<file path="src/rtl/hps_cumsum_poll_master.sv">
// rtl/hps_cumsum_poll_master.sv - periodic Avalon-MM poller of a cumulative count, emitting value and delta
// Optional feature macro: CUMSUM_POLL_TIMESTAMP_EN adds the sample_ts output.
module hps_cumsum_poll_master #(
    parameter int POLL_DIV = 100,
    parameter int DATA_W   = 28
) (
    input  logic              clk,
    input  logic              reset,
    input  logic              enable,
    output logic [1:0]        avm_address,
    output logic              avm_read,
    input  logic [31:0]       avm_readdata,
    output logic [DATA_W-1:0] sample_data,
    output logic [DATA_W-1:0] sample_delta,
    output logic              sample_valid,
    input  logic              sample_ready,
    output logic              overrun,
    input  logic              overrun_clr
`ifdef CUMSUM_POLL_TIMESTAMP_EN
    ,
    output logic [31:0]       sample_ts
`endif
);

    typedef enum logic [1:0] {
        IDLE = 2'd0,
        WAIT = 2'd1,
        READ = 2'd2,
        CAPT = 2'd3
    } state_t;

    localparam logic [15:0] TCNT_MAX = 16'(POLL_DIV - 1);

    state_t            state;
    state_t            state_next;
    logic [15:0]       tcnt;
    logic              tick;
    logic [DATA_W-1:0] prev;
    logic [DATA_W-1:0] new_sample;
    logic              load;
    logic              drop;
    logic              unused_hi;

    assign tick       = enable && (tcnt == TCNT_MAX);
    assign new_sample = avm_readdata[DATA_W-1:0];
    // Bits above DATA_W carry other PIO fields and are deliberately ignored.
    assign unused_hi  = ^(avm_readdata >> DATA_W);

    // Load when the output slot is free or being drained this cycle; otherwise the new sample is lost.
    assign load = (state == CAPT) && (!sample_valid || sample_ready);
    assign drop = (state == CAPT) && sample_valid && !sample_ready;

    // Poll period counter, parked at zero while polling is disabled.
    always_ff @(posedge clk) begin
        if (reset || !enable || tick) begin
            tcnt <= 16'd0;
        end else begin
            tcnt <= tcnt + 16'd1;
        end
    end

    // FSM state register.
    always_ff @(posedge clk) begin
        if (reset) begin
            state <= IDLE;
        end else begin
            state <= state_next;
        end
    end

    // Next-state and bus strobe decode; the read is issued only from READ.
    always_comb begin
        state_next  = state;
        avm_read    = 1'b0;
        avm_address = 2'd0;
        case (state)
            IDLE: begin
                if (enable) begin
                    state_next = WAIT;
                end
            end
            WAIT: begin
                if (!enable) begin
                    state_next = IDLE;
                end else if (tick) begin
                    state_next = READ;
                end
            end
            READ: begin
                avm_read   = 1'b1;
                state_next = CAPT;
            end
            CAPT: begin
                state_next = enable ? WAIT : IDLE;
            end
            default: begin
                state_next = IDLE;
            end
        endcase
    end

    // Output register and delta tracking; prev only advances on accepted samples.
    always_ff @(posedge clk) begin
        if (reset) begin
            prev         <= '0;
            sample_data  <= '0;
            sample_delta <= '0;
            sample_valid <= 1'b0;
        end else if (load) begin
            sample_data  <= new_sample;
            sample_delta <= new_sample - prev;
            prev         <= new_sample;
            sample_valid <= 1'b1;
        end else if (sample_valid && sample_ready) begin
            sample_valid <= 1'b0;
        end
    end

    // Sticky overrun flag; a drop in the same cycle as a clear wins.
    always_ff @(posedge clk) begin
        if (reset) begin
            overrun <= 1'b0;
        end else if (drop) begin
            overrun <= 1'b1;
        end else if (overrun_clr) begin
            overrun <= 1'b0;
        end
    end

`ifdef CUMSUM_POLL_TIMESTAMP_EN
    logic [31:0] ts_cnt;

    // Free-running cycle counter, latched with each accepted sample.
    always_ff @(posedge clk) begin
        if (reset) begin
            ts_cnt    <= 32'd0;
            sample_ts <= 32'd0;
        end else begin
            ts_cnt <= ts_cnt + 32'd1;
            if (load) begin
                sample_ts <= ts_cnt;
            end
        end
    end
`endif

endmodule

</file>
<file path="config.mk">
export PLATFORM = sky130hd
export DESIGN_NAME = hps_cumsum_poll_master
export DESIGN_NICKNAME = d
export VERILOG_FILES = /design/src/rtl/hps_cumsum_poll_master.sv
export SDC_FILE = /design/constraint.sdc
export NUM_CORES = 1
export LEC_CHECK = 0
export BUFFER_PORTS_ARGS = -buffer_cell sky130_fd_sc_hd__buf_2
export CAP_MARGIN = 20
export CELL_PAD_IN_SITES_DETAIL_PLACEMENT = 0
export CELL_PAD_IN_SITES_GLOBAL_PLACEMENT = 1
export CORE_MARGIN = 3
export CORE_UTILIZATION = 40
export DETAILED_ROUTE_END_ITERATION = 12
export PLACE_DENSITY = 0.78
export SKIP_CTS_REPAIR_TIMING = 1
export SLEW_MARGIN = 30
export SYNTH_ARGS = -nofsm -noshare
export SYNTH_HDL_FRONTEND = slang
export SYNTH_SLANG_ARGS = --single-unit
</file>
<file path="constraint.sdc">
create_clock -name clk -period 2.9 [get_ports clk]
set_input_delay 0.145 -clock clk [delete_from_list [all_inputs] [get_ports clk]]
set_output_delay 0.145 -clock clk [all_outputs]
set_load 0.01 [all_outputs]
</file>
==> metrics.cfg <==
[outcome]
status = finished, final reports clean

[floorplanning]
ios = 98
die-area_um2 = 12400
die_x_um = 112
rows = 37
core_area_um2 = 10600
start_util_pct = 42.2
fp.dieH_um = 112

[placed_design]
port_buffers = 91
gp_congestion = 0.843
hpwl_mm = 8.48

[yosys]
synthTopCellsByArea = dfxtp_1 (34%), nand2_1 (10%), ha_1 (7.9%)
ys_seq_elements = 76
yosysTopAreaCellShare_pct = 34.2
synth_area_per_cell_um2 = 7.60
syn-cell-area_um2 = 4450
synth.largest_area_cell = dfxtp_1
syn_inst = 586
yosys_warnings = 0
synth_flop_cell = dfxtp_1
async_flop_share_pct = 0
ys_seq_area_share_pct = 34.2
synth_cell_types = 57
synth-edff-count = 0

[grt]
grt_pass1_wl_mm = 19.4
grt_pass1_vias = 4082
grt_start_max_net_pins = 46
antenna_found_initial = 0
grt_use_total_pct = 18.6
overflow = 0

[setup_path]
worstSetupEndpointType = register
start_kind = register
cp_max_fo = 4
crit_arrival_ns = 2.81
crit_type = register to register
r2r_setup_slack_ns = 0.32
required_ns = 3.13
reg2reg_depth = 9

[clock_tree]
cts_tree = built
cts_buffer_depth = 2
clk_latency_ns = 0.36
clk_pin_slew_ns = 0.08
numCtsBuffers = 9
cts.sinks = 76
htreeDepth = 3
clockRootBuffer = clkbuf_8

[power]
cellLeakagePower_uw = 0.00204
swShare_pct = 27.2
switchingPower_uw = 577
intPower_uw = 1550
pwr-share-seq_pct = 49.3
design_power_total_uw = 2120
peakVddDrop_mv = 0.342
p_clk_share_pct = 38.1
power_density_nw_per_um2 = 409
combPwrFrac_pct = 12.6

[timing]
period_share_pct = 89.1
setup_violations = 0
fin_setup_tns_ns = 0
slew_headroom_pct = 51.7
final_max_slew_viol_count = 0
hold_viol = 0
fmax_mhz = 387
tightest_slew_ns = 0.721
grt_setup_unrepaired = false
hold_ws_ns = 0.0345
clock_skew_ns = 0.00860
period_needed_ns = 2.58

[hold_path]
hold_depth = 3
hp-class = input pin to register

[drt]
drtPass1Iterations = 4
via_per_inst = 5.22
routed_wirelength_mm = 11.4
vias = 4205
remaining_drc_errors = 0
drt_iter0_drc = 195
avgRoutedWirePerCell_um = 14.2
final_antenna_net_count = 0

[final_layout]
mostFrequentLayoutCell = nand2_1
layout-drive-gt1-share_pct = 18.4
finalNetCount = 730
syn2layout_area_growth_pct = 16.4
mostFrequentLayoutCells = nand2_1 (120), buf_2 (91), dfxtp_1 (76), a21oi_1 (69), nor2_1 (47)
antenna_cells = 0
finalCoreUtilization_pct = 49.1

[run]
cap_violations = 0

synthesized netlist by cell type, types with 2 or more instances:
master	number
xnor2_1	19
o31ai_1	2
o21ai_0	15
or4_1	3
ha_1	28
mux2i_1	3
o311ai_1	2
nand4_1	12
a21boi_0	2
a31oi_1	4
o21ai_1	4
nor4_1	2
or2_2	2
o211ai_1	2
buf_4	3
a221oi_1	2
and3_1	2
a211o_1	2
o221ai_1	3
nand2_1	120
nor2b_1	7
nor2_1	48
o21a_1	7
and4_1	2
a21o_1	5
nand2b_1	6
o21ai_2	2
a21oi_1	69
clkbuf_1	21
buf_1	2
xor2_1	11
dfxtp_1	76
a211oi_1	4
nand3_1	12
nor3_1	18
a21oi_4	2
inv_1	34
nand3b_1	8
or3_1	2
per-stage QoR:
step | std cells | instance area, um^2 | setup slack (ns)
global placement | 789 | 4990 | 0.396
floorplan | 587 | 4460 | 0.572
finish | 805 | 5190 | 0.316
detailed placement | 789 | 4990 | 0.320
CTS | 805 | 5190 | 0.290
global route | 805 | 5190 | 0.124
worst max-delay path, cell delays in order, from the launching register on:
cell and delay [ns]:
dfxtp_1 0.33, ha_1 0.21, fa_1 0.39, and2b_1 0.29, o2111ai_4 0.17, a2111oi_2 0.49
o31ai_2 0.20, o21ai_2 0.17, xnor2_1 0.14, o21ai_1 0.07
path summary, 6_finish.rpt:
| kind | endpoint | start |
|---|---|---|
| worst max-delay path | sample_delta[26] | prev[0] |
| worst min-delay path | prev[0] | avm_readdata[0] |
| worst max register to register | sample_delta[26] | prev[0] |
| worst min register to register | sample_delta[22] | sample_delta[22] |
routing by layer:
metal,global-route usage (%),up-vias,routed length (um)
met4,4.38,0,114
li1,-,2162,-
met5,0,-,0
met1,24.6,1946,5460
met2,30.5,88,5180
met3,4.89,9,665
cells by family (layout without fill, tap and decap cells):
logic type                 Yosys count  after routing  synth area share (%)
AOI/OAI and AO/OA                  137            137                  20.0
muxes                                3              3                 0.674
adders and majority gates           29             29                  8.31
buffers and inverters               62            144                  5.67
and+or+nand+nor                    248            248                  25.2
other                                1              2                0.0842
xor gates and xnor gates            30             30                  5.90
DFF                                 76             76                  34.2
flip-flops by register name, indices dropped and copies added (netlist names), named ones only:
signal / count
tcnt: 16
sample_valid: 1
prev: 28
state: 1
overrun: 1
sample_delta: 28
power by group through the flow:
stage | Clock, uW | Combinational (uW) | Sequential [uW]
floorplan | 0 | 193 | 1070
global placement | 0 | 262 | 1070
detailed placement | 0 | 264 | 1070
CTS | 845 | 266 | 1050
global route | 884 | 299 | 1050
finish | 809 | 268 | 1050
area by class of cell:
cell class                 instances  area, um^2
tap                              136         170
fill                            1089        5370
inverter                          34         128
clock buffer                      10         128
timing repair buffer              94         478
multi-input combinational        449        2700
sequential                        76        1520
clock inverter                     6        65.1
Note: power is estimated with default switching activity, not from simulation.
